### src/rtl/id_pkg.sv
// Shared constants for the decode stage: immediate-mode encodings and
// instruction field positions.
package id_pkg;

   localparam logic [1:0] EXT_ZERO = 2'b00;
   localparam logic [1:0] EXT_SIGN = 2'b01;
   localparam logic [1:0] EXT_BR   = 2'b10;
   localparam logic [1:0] EXT_LUI  = 2'b11;

   localparam int FIELD_W = 5;
   localparam int RS_LSB  = 21;
   localparam int RT_LSB  = 16;
   localparam int RD_LSB  = 11;
   localparam int IMM_LSB = 0;
   localparam int IMM_W   = 16;
   localparam int JIDX_LSB = 0;
   localparam int JIDX_W  = 26;

endpackage

### src/rtl/id_regfile.sv
// Two-read / one-write register file with write-through bypass and an
// optional hard-wired zero register. All entries clear on async reset.
module id_regfile
   import id_pkg::*;
#(
   parameter int DATA_W   = 32,
   parameter int REG_AW   = 5,
   parameter int ZERO_REG = 1
) (
   input  logic              clk,
   input  logic              rst_n,
   input  logic [REG_AW-1:0] ra1,
   input  logic [REG_AW-1:0] ra2,
   output logic [DATA_W-1:0] rd1,
   output logic [DATA_W-1:0] rd2,
   input  logic [REG_AW-1:0] wa,
   input  logic              we,
   input  logic [DATA_W-1:0] wd,
   output logic              wr_fire
);

   localparam int NREG = 1 << REG_AW;

   logic [DATA_W-1:0] mem [NREG];

   // A write to register 0 is dropped when it is hard-wired to zero.
   assign wr_fire = we && !((ZERO_REG != 0) && (wa == '0));

   always_ff @(posedge clk or negedge rst_n) begin
      if (!rst_n) begin
         for (int i = 0; i < NREG; i++) mem[i] <= '0;
      end else if (wr_fire) begin
         mem[wa] <= wd;
      end
   end

   always_comb begin
      rd1 = mem[ra1];
      if (wr_fire && (wa == ra1)) rd1 = wd;
      if ((ZERO_REG != 0) && (ra1 == '0)) rd1 = '0;
   end

   always_comb begin
      rd2 = mem[ra2];
      if (wr_fire && (wa == ra2)) rd2 = wd;
      if ((ZERO_REG != 0) && (ra2 == '0)) rd2 = '0;
   end

endmodule

### src/rtl/id_stage_pipe.sv
// Decode stage: operand read, immediate extension, jump-target formation
// and the ID/EX pipeline register with stall refresh and flush.
module id_stage_pipe
   import id_pkg::*;
#(
   parameter int DATA_W   = 32,
   parameter int REG_AW   = 5,
   parameter int ZERO_REG = 1
) (
   input  logic              clk,
   input  logic              rst_n,
   input  logic [REG_AW-1:0] r3_addr,
   input  logic              r3_wr,
   input  logic [DATA_W-1:0] r3_din,
   input  logic              id_valid,
   input  logic [DATA_W-1:0] i_PCplus4,
   input  logic [31:0]       instr,
   input  logic [1:0]        ext_mode,
   input  logic              stall,
   input  logic              flush,
   output logic              ex_valid,
   output logic [DATA_W-1:0] ex_r1,
   output logic [DATA_W-1:0] ex_r2,
   output logic [DATA_W-1:0] ex_imm,
   output logic [DATA_W-1:0] ex_PCplus4,
   output logic [4:0]        ex_rs,
   output logic [4:0]        ex_rt,
   output logic [4:0]        ex_rd,
   output logic [DATA_W-1:0] ex_jtarget
);

   logic [DATA_W-1:0] rd1, rd2, imm_ext, jtarget;
   logic [IMM_W-1:0]  imm16;
   logic              wr_fire;
   logic              unused_bits;

   assign imm16       = instr[IMM_LSB +: IMM_W];
   assign jtarget     = {i_PCplus4[DATA_W-1:28], instr[JIDX_LSB +: JIDX_W], 2'b00};
   assign unused_bits = ^{instr[31:26], i_PCplus4[27:0]};

   id_regfile #(
      .DATA_W   (DATA_W),
      .REG_AW   (REG_AW),
      .ZERO_REG (ZERO_REG)
   ) u_regfile (
      .clk     (clk),
      .rst_n   (rst_n),
      .ra1     (instr[RS_LSB +: REG_AW]),
      .ra2     (instr[RT_LSB +: REG_AW]),
      .rd1     (rd1),
      .rd2     (rd2),
      .wa      (r3_addr),
      .we      (r3_wr),
      .wd      (r3_din),
      .wr_fire (wr_fire)
   );

   always_comb begin
      imm_ext = '0;
      case (ext_mode)
         EXT_ZERO: imm_ext = DATA_W'(imm16);
         EXT_SIGN: imm_ext = DATA_W'($signed(imm16));
         EXT_BR:   imm_ext = DATA_W'($signed(imm16)) << 2;
         EXT_LUI:  imm_ext = DATA_W'($signed({imm16, 16'h0000}));
         default:  imm_ext = '0;
      endcase
   end

   // Pipeline control, evaluated at each rising edge in priority order:
   // flush clears valid and payload; stall holds everything except that a
   // write-back hitting a held source register refreshes that operand;
   // otherwise the decoded instruction loads and ex_valid follows id_valid.
   always_ff @(posedge clk or negedge rst_n) begin
      if (!rst_n) begin
         ex_valid   <= 1'b0;
         ex_r1      <= '0;
         ex_r2      <= '0;
         ex_imm     <= '0;
         ex_PCplus4 <= '0;
         ex_rs      <= '0;
         ex_rt      <= '0;
         ex_rd      <= '0;
         ex_jtarget <= '0;
      end else if (flush) begin
         ex_valid   <= 1'b0;
         ex_r1      <= '0;
         ex_r2      <= '0;
         ex_imm     <= '0;
         ex_PCplus4 <= '0;
         ex_rs      <= '0;
         ex_rt      <= '0;
         ex_rd      <= '0;
         ex_jtarget <= '0;
      end else if (stall) begin
         if (wr_fire && ex_valid) begin
            if (r3_addr == ex_rs[REG_AW-1:0]) ex_r1 <= r3_din;
            if (r3_addr == ex_rt[REG_AW-1:0]) ex_r2 <= r3_din;
         end
      end else begin
         ex_valid   <= id_valid;
         ex_r1      <= rd1;
         ex_r2      <= rd2;
         ex_imm     <= imm_ext;
         ex_PCplus4 <= i_PCplus4;
         ex_rs      <= instr[RS_LSB +: FIELD_W];
         ex_rt      <= instr[RT_LSB +: FIELD_W];
         ex_rd      <= instr[RD_LSB +: FIELD_W];
         ex_jtarget <= jtarget;
      end
   end

endmodule

### config.mk
export PLATFORM = sky130hd
export DESIGN_NAME = id_stage_pipe
export DESIGN_NICKNAME = d
export VERILOG_FILES = /design/src/rtl/id_pkg.sv /design/src/rtl/id_regfile.sv /design/src/rtl/id_stage_pipe.sv
export SDC_FILE = /design/constraint.sdc
export NUM_CORES = 2
export LEC_CHECK = 0
export CORE_ASPECT_RATIO = 1.5
export CORE_UTILIZATION = 47
export DETAILED_ROUTE_END_ITERATION = 7
export GPL_TIMING_DRIVEN = 0
export MAX_ROUTING_LAYER = met4
export PLACE_DENSITY_LB_ADDON = 0.2
export SLEW_MARGIN = 10
export SYNTH_ARGS = -nofsm -noshare
export SYNTH_HDL_FRONTEND = slang
export SYNTH_SLANG_ARGS = --single-unit
### constraint.sdc
create_clock -name clk -period 1.8 [get_ports clk]
set_input_delay 0.18 -clock clk [delete_from_list [all_inputs] [get_ports clk]]
set_output_delay 0.18 -clock clk [all_outputs]
set_load 0.02 [all_outputs]
==> summary.md <==
| Metric | Value |
|---|---|
| Synth area leaders | `dfrtp_1 (48%), mux2_2 (19%), mux4_2 (17%), mux2i_1 (4.9%), clkbuf_1 (1.5%)` |
| Clock buffer count from CTS | `117` |
| Fin util | `0.577` |
| Count leader, synth | `dfrtp_1` |
| Vias in the first global route | `46300` |
| Post-synth top flop | `dfrtp_1` |
| P_sw | `23.6 mW` |
| Stages on the worst setup path | `8` |
| Comb pwr share | `0.225` |
| Layout cell share with drive strength beyond 1 | `0.480` |
| Leakage | `33.1 nW` |
| Final Slew Violations | `0` |
| Row count | `162` |
| I/O pins | `285` |
| Input/output buffers | `266` |
| Netlist cell types | `62` |
| Syn Inst Count | `4290` |
| Footprint of the multi-input gates | `31300 sq um` |
| Synthesized area | `61600 sq um` |
| Clock latency at the later pin of the worst-skew pair | `0.78 ns` |
| GRT overflow | `0` |
| Clk pin slew, worst setup/hold paths | `0.07 ns` |
| CP max-delay cell | `dfrtp_2` |
| DRC | `0` |
| Status | `finished, violations left` |
| Failing checks | `negative hold slack, negative setup slack` |
| Routed wire length per instance | `44.6 um` |
| Nets | `4892` |
| F_max | `461 MHz` |
| Sw frac | `0.296` |
| Worst EP required | `2.43 ns` |
| Final Hold Vio Count | `422` |
| CP max stage delay | `0.43 ns` |
| Clk pwr share | `0.340` |
| Worst-path maximum fanout | `4` |
| R2R setup slack | `-0.37 ns` |
| Total number of vias | `47200` |
| All-layer global routing usage | `0.460` |
| Post-DP HPWL | `194000 um` |
| Die X | `298 um` |
| Minimum hold slack | `-0.703 ns` |
| Pin count of the biggest net entering global routing | `159` |
| Critical path cell sequence | `xor2_2, nor3_4, buf_6, nand4_4, buf_6, mux2_4, a32oi_1, o21ai_1` |
| Slew @ Worst Pin | `1.36 ns` |
| VDD IR max | `0.854 mV` |
| Area leader, netlist | `dfrtp_1` |
| Routability Congestion | `1.06` |
| Die Span Y | `445 um` |
| Share of the synthesized area in the top cell type | `0.479` |
| Ys Warns | `0` |
| FF+latch count, synth | `1179` |
| Sequential cell area | `29500 sq um` |
| Detail Route Antenna Nets | `0` |
| Top post-synthesis cells by count | `dfrtp_1 (1179), mux2_2 (1018), mux4_2 (478), mux2i_1 (302), clkbuf_1 (239)` |
| Core area | `130000 sq um` |
| Post-DP Area | `67800 sq um` |
| Max-slew headroom | `0.0951` |
| Max clock buf depth | `3` |
| CP Launch Type | `register` |
| Worst setup EP type | `register` |
| Max Cap Viol | `0` |
| Fill cells | `10400` |
| Min Tclk post-route | `2.17 ns` |
| Syn_area_per_cell | `14.4 sq um` |
| H-tree depth | `3` |
| Seq pwr share | `0.435` |
| First-pass GRT wire length | `398000 um` |
| Final cycle utilization of the critical path | `1.20` |
| Setup TNS | `-14.71 ns` |
| Power density over the cells | `1060 nW/um^2` |
| Total Wirelength | `296000 um` |
| Die footprint | `133000 sq um` |
| Fin area | `75000 sq um` |
| Worst Path Buf+Inv | `2` |
| RSZ-0062 raised after global routing | `yes` |
| Pint | `56.1 mW` |
| Area delta synth->final | `21.7%` |
| Critical path type | `register to register` |
| CP dominant cell by count | `buf_6` |
| Asr flop ratio synth | `1.00` |
| Clk_skew | `0.0280 ns` |
| WP data arrival | `2.80 ns` |
| Top cell family by delay on the critical path | `simple AND/OR/NAND/NOR gates` |
| Clock Sinks | `1179` |
| Antenna violations before repair | `25` |
| Final Setup Violations | `76` |
| Sequential cell area fraction in the yosys report | `0.479` |
| DRT Pass-1 Iters | `8` |
| Initial core utilization | `0.474` |
| Initial DRC Count | `6577` |
| EDFF count, synth | `0` |
| Worst-case reg-to-reg path depth | `8` |
| Number of vias per cell | `7.12` |
| Root Buffer | `clkbuf_16` |
| CTS tree | `done` |
| Final worst slack | `-0.368 ns` |
| Hold Crit Class | `input pin to asynchronous set/reset pin` |
| CTS Hold Bufs | `3` |
## final cells by class
type / count / share of cell area
inverter: 4 / 0.000267
antenna: 27 / 0.000901
sequential: 1179 / 0.394
clock buffer: 177 / 0.0468
clock inverter: 40 / 0.00824
buffer: 476 / 0.0497
tap: 1722 / 0.0287
timing repair buffer: 377 / 0.0546
multi-input combinational: 2628 / 0.417
## placed cells by master, fill, tap and decap left out, types with 75 or more instances in the layout
| cell | count |
|---|---|
| clkdlybuf4s50_1 | 83 |
| nand2_1 | 139 |
| buf_4 | 135 |
| dlygate4sd2_1 | 147 |
| mux2i_1 | 293 |
| dfrtp_1 | 1164 |
| clkbuf_1 | 176 |
| clkbuf_16 | 131 |
| mux2_2 | 1015 |
| a21oi_1 | 75 |
| nor2_1 | 127 |
| buf_6 | 83 |
| mux4_2 | 478 |
## worst register-to-register path: stages (launching register included)
cell     delay (ns)
dfrtp_2        0.43
xor2_2         0.19
nor3_4         0.31
buf_6          0.15
nand4_4        0.13
buf_6          0.19
mux2_4         0.30
a32oi_1        0.21
o21ai_1        0.12
## flip-flops by register name, summed over array words and instances, names as in the netlist
register       count
ex_rd              4
ex_r2             32
ex_jtarget        15
ex_PCplus4        31
ex_rs              4
ex_rt              4
u_regfile.mem   1024
ex_r1             32
ex_imm            32
ex_valid           1
## power groups by stage
stage,registers (mW),logic (mW),clock network (mW)
finish,34.7,18.0,27.1
global route,35.1,18.5,28.0
CTS,34.4,17.3,27.0
detailed placement,34.9,16.8,0
global placement,34.8,16.0,0
floorplan,34.0,11.3,0
## cells by family after synthesis
group           count (synthesis)  share of synthesized area
mux                          1798                      0.410
buf+inv                       484                     0.0358
other cells                     1                  0.0000609
flops                        1179                      0.479
compound gates                381                     0.0415
xor+xnor                       20                    0.00284
simple gates                  427                     0.0312
## metrics by stage
stage | cells | power [mW] | worst slack, ns
after floorplan | 4291 | 45.2 | -0.146
after global placement | 6279 | 50.8 | -59.02
after detailed placement | 6300 | 51.7 | -2.41
after CTS | 6584 | 78.8 | -0.334
after global routing | 6618 | 81.7 | -0.360
final | 6630 | 79.8 | -0.368
## path summary, 6_finish.rpt
path                               from                  to
setup / recovery               ex_rt[2]           ex_r2[31]
hold / removal                    rst_n  u_regfile.mem[174]
setup reg to reg               ex_rt[2]           ex_r2[31]
hold reg to reg              ex_imm[26]          ex_imm[26]
max in group asynchronous         rst_n           ex_r1[17]
min in group clk           i_PCplus4[1]       ex_PCplus4[1]
## per-layer routing
layer / global-route usage / wire (um) / vias up
met1: 0.512 / 98700 / 24800
li1: - / - / 17300
met3: 0.164 / 36300 / 1313
met4: 0.413 / 32500 / 0
met2: 0.650 / 128000 / 3760
met5: - / 0 / -
## timing repair
item                                     CTS  global route
setup buffers                             62            19
gates resized for setup                  867            87
pin swaps                                 58            42
hold endpoints to repair                 428           352
cloned                                     6             3
endpoints found under the setup margin  1439           930
No activity file was read; power rests on OpenSTA's default activity.
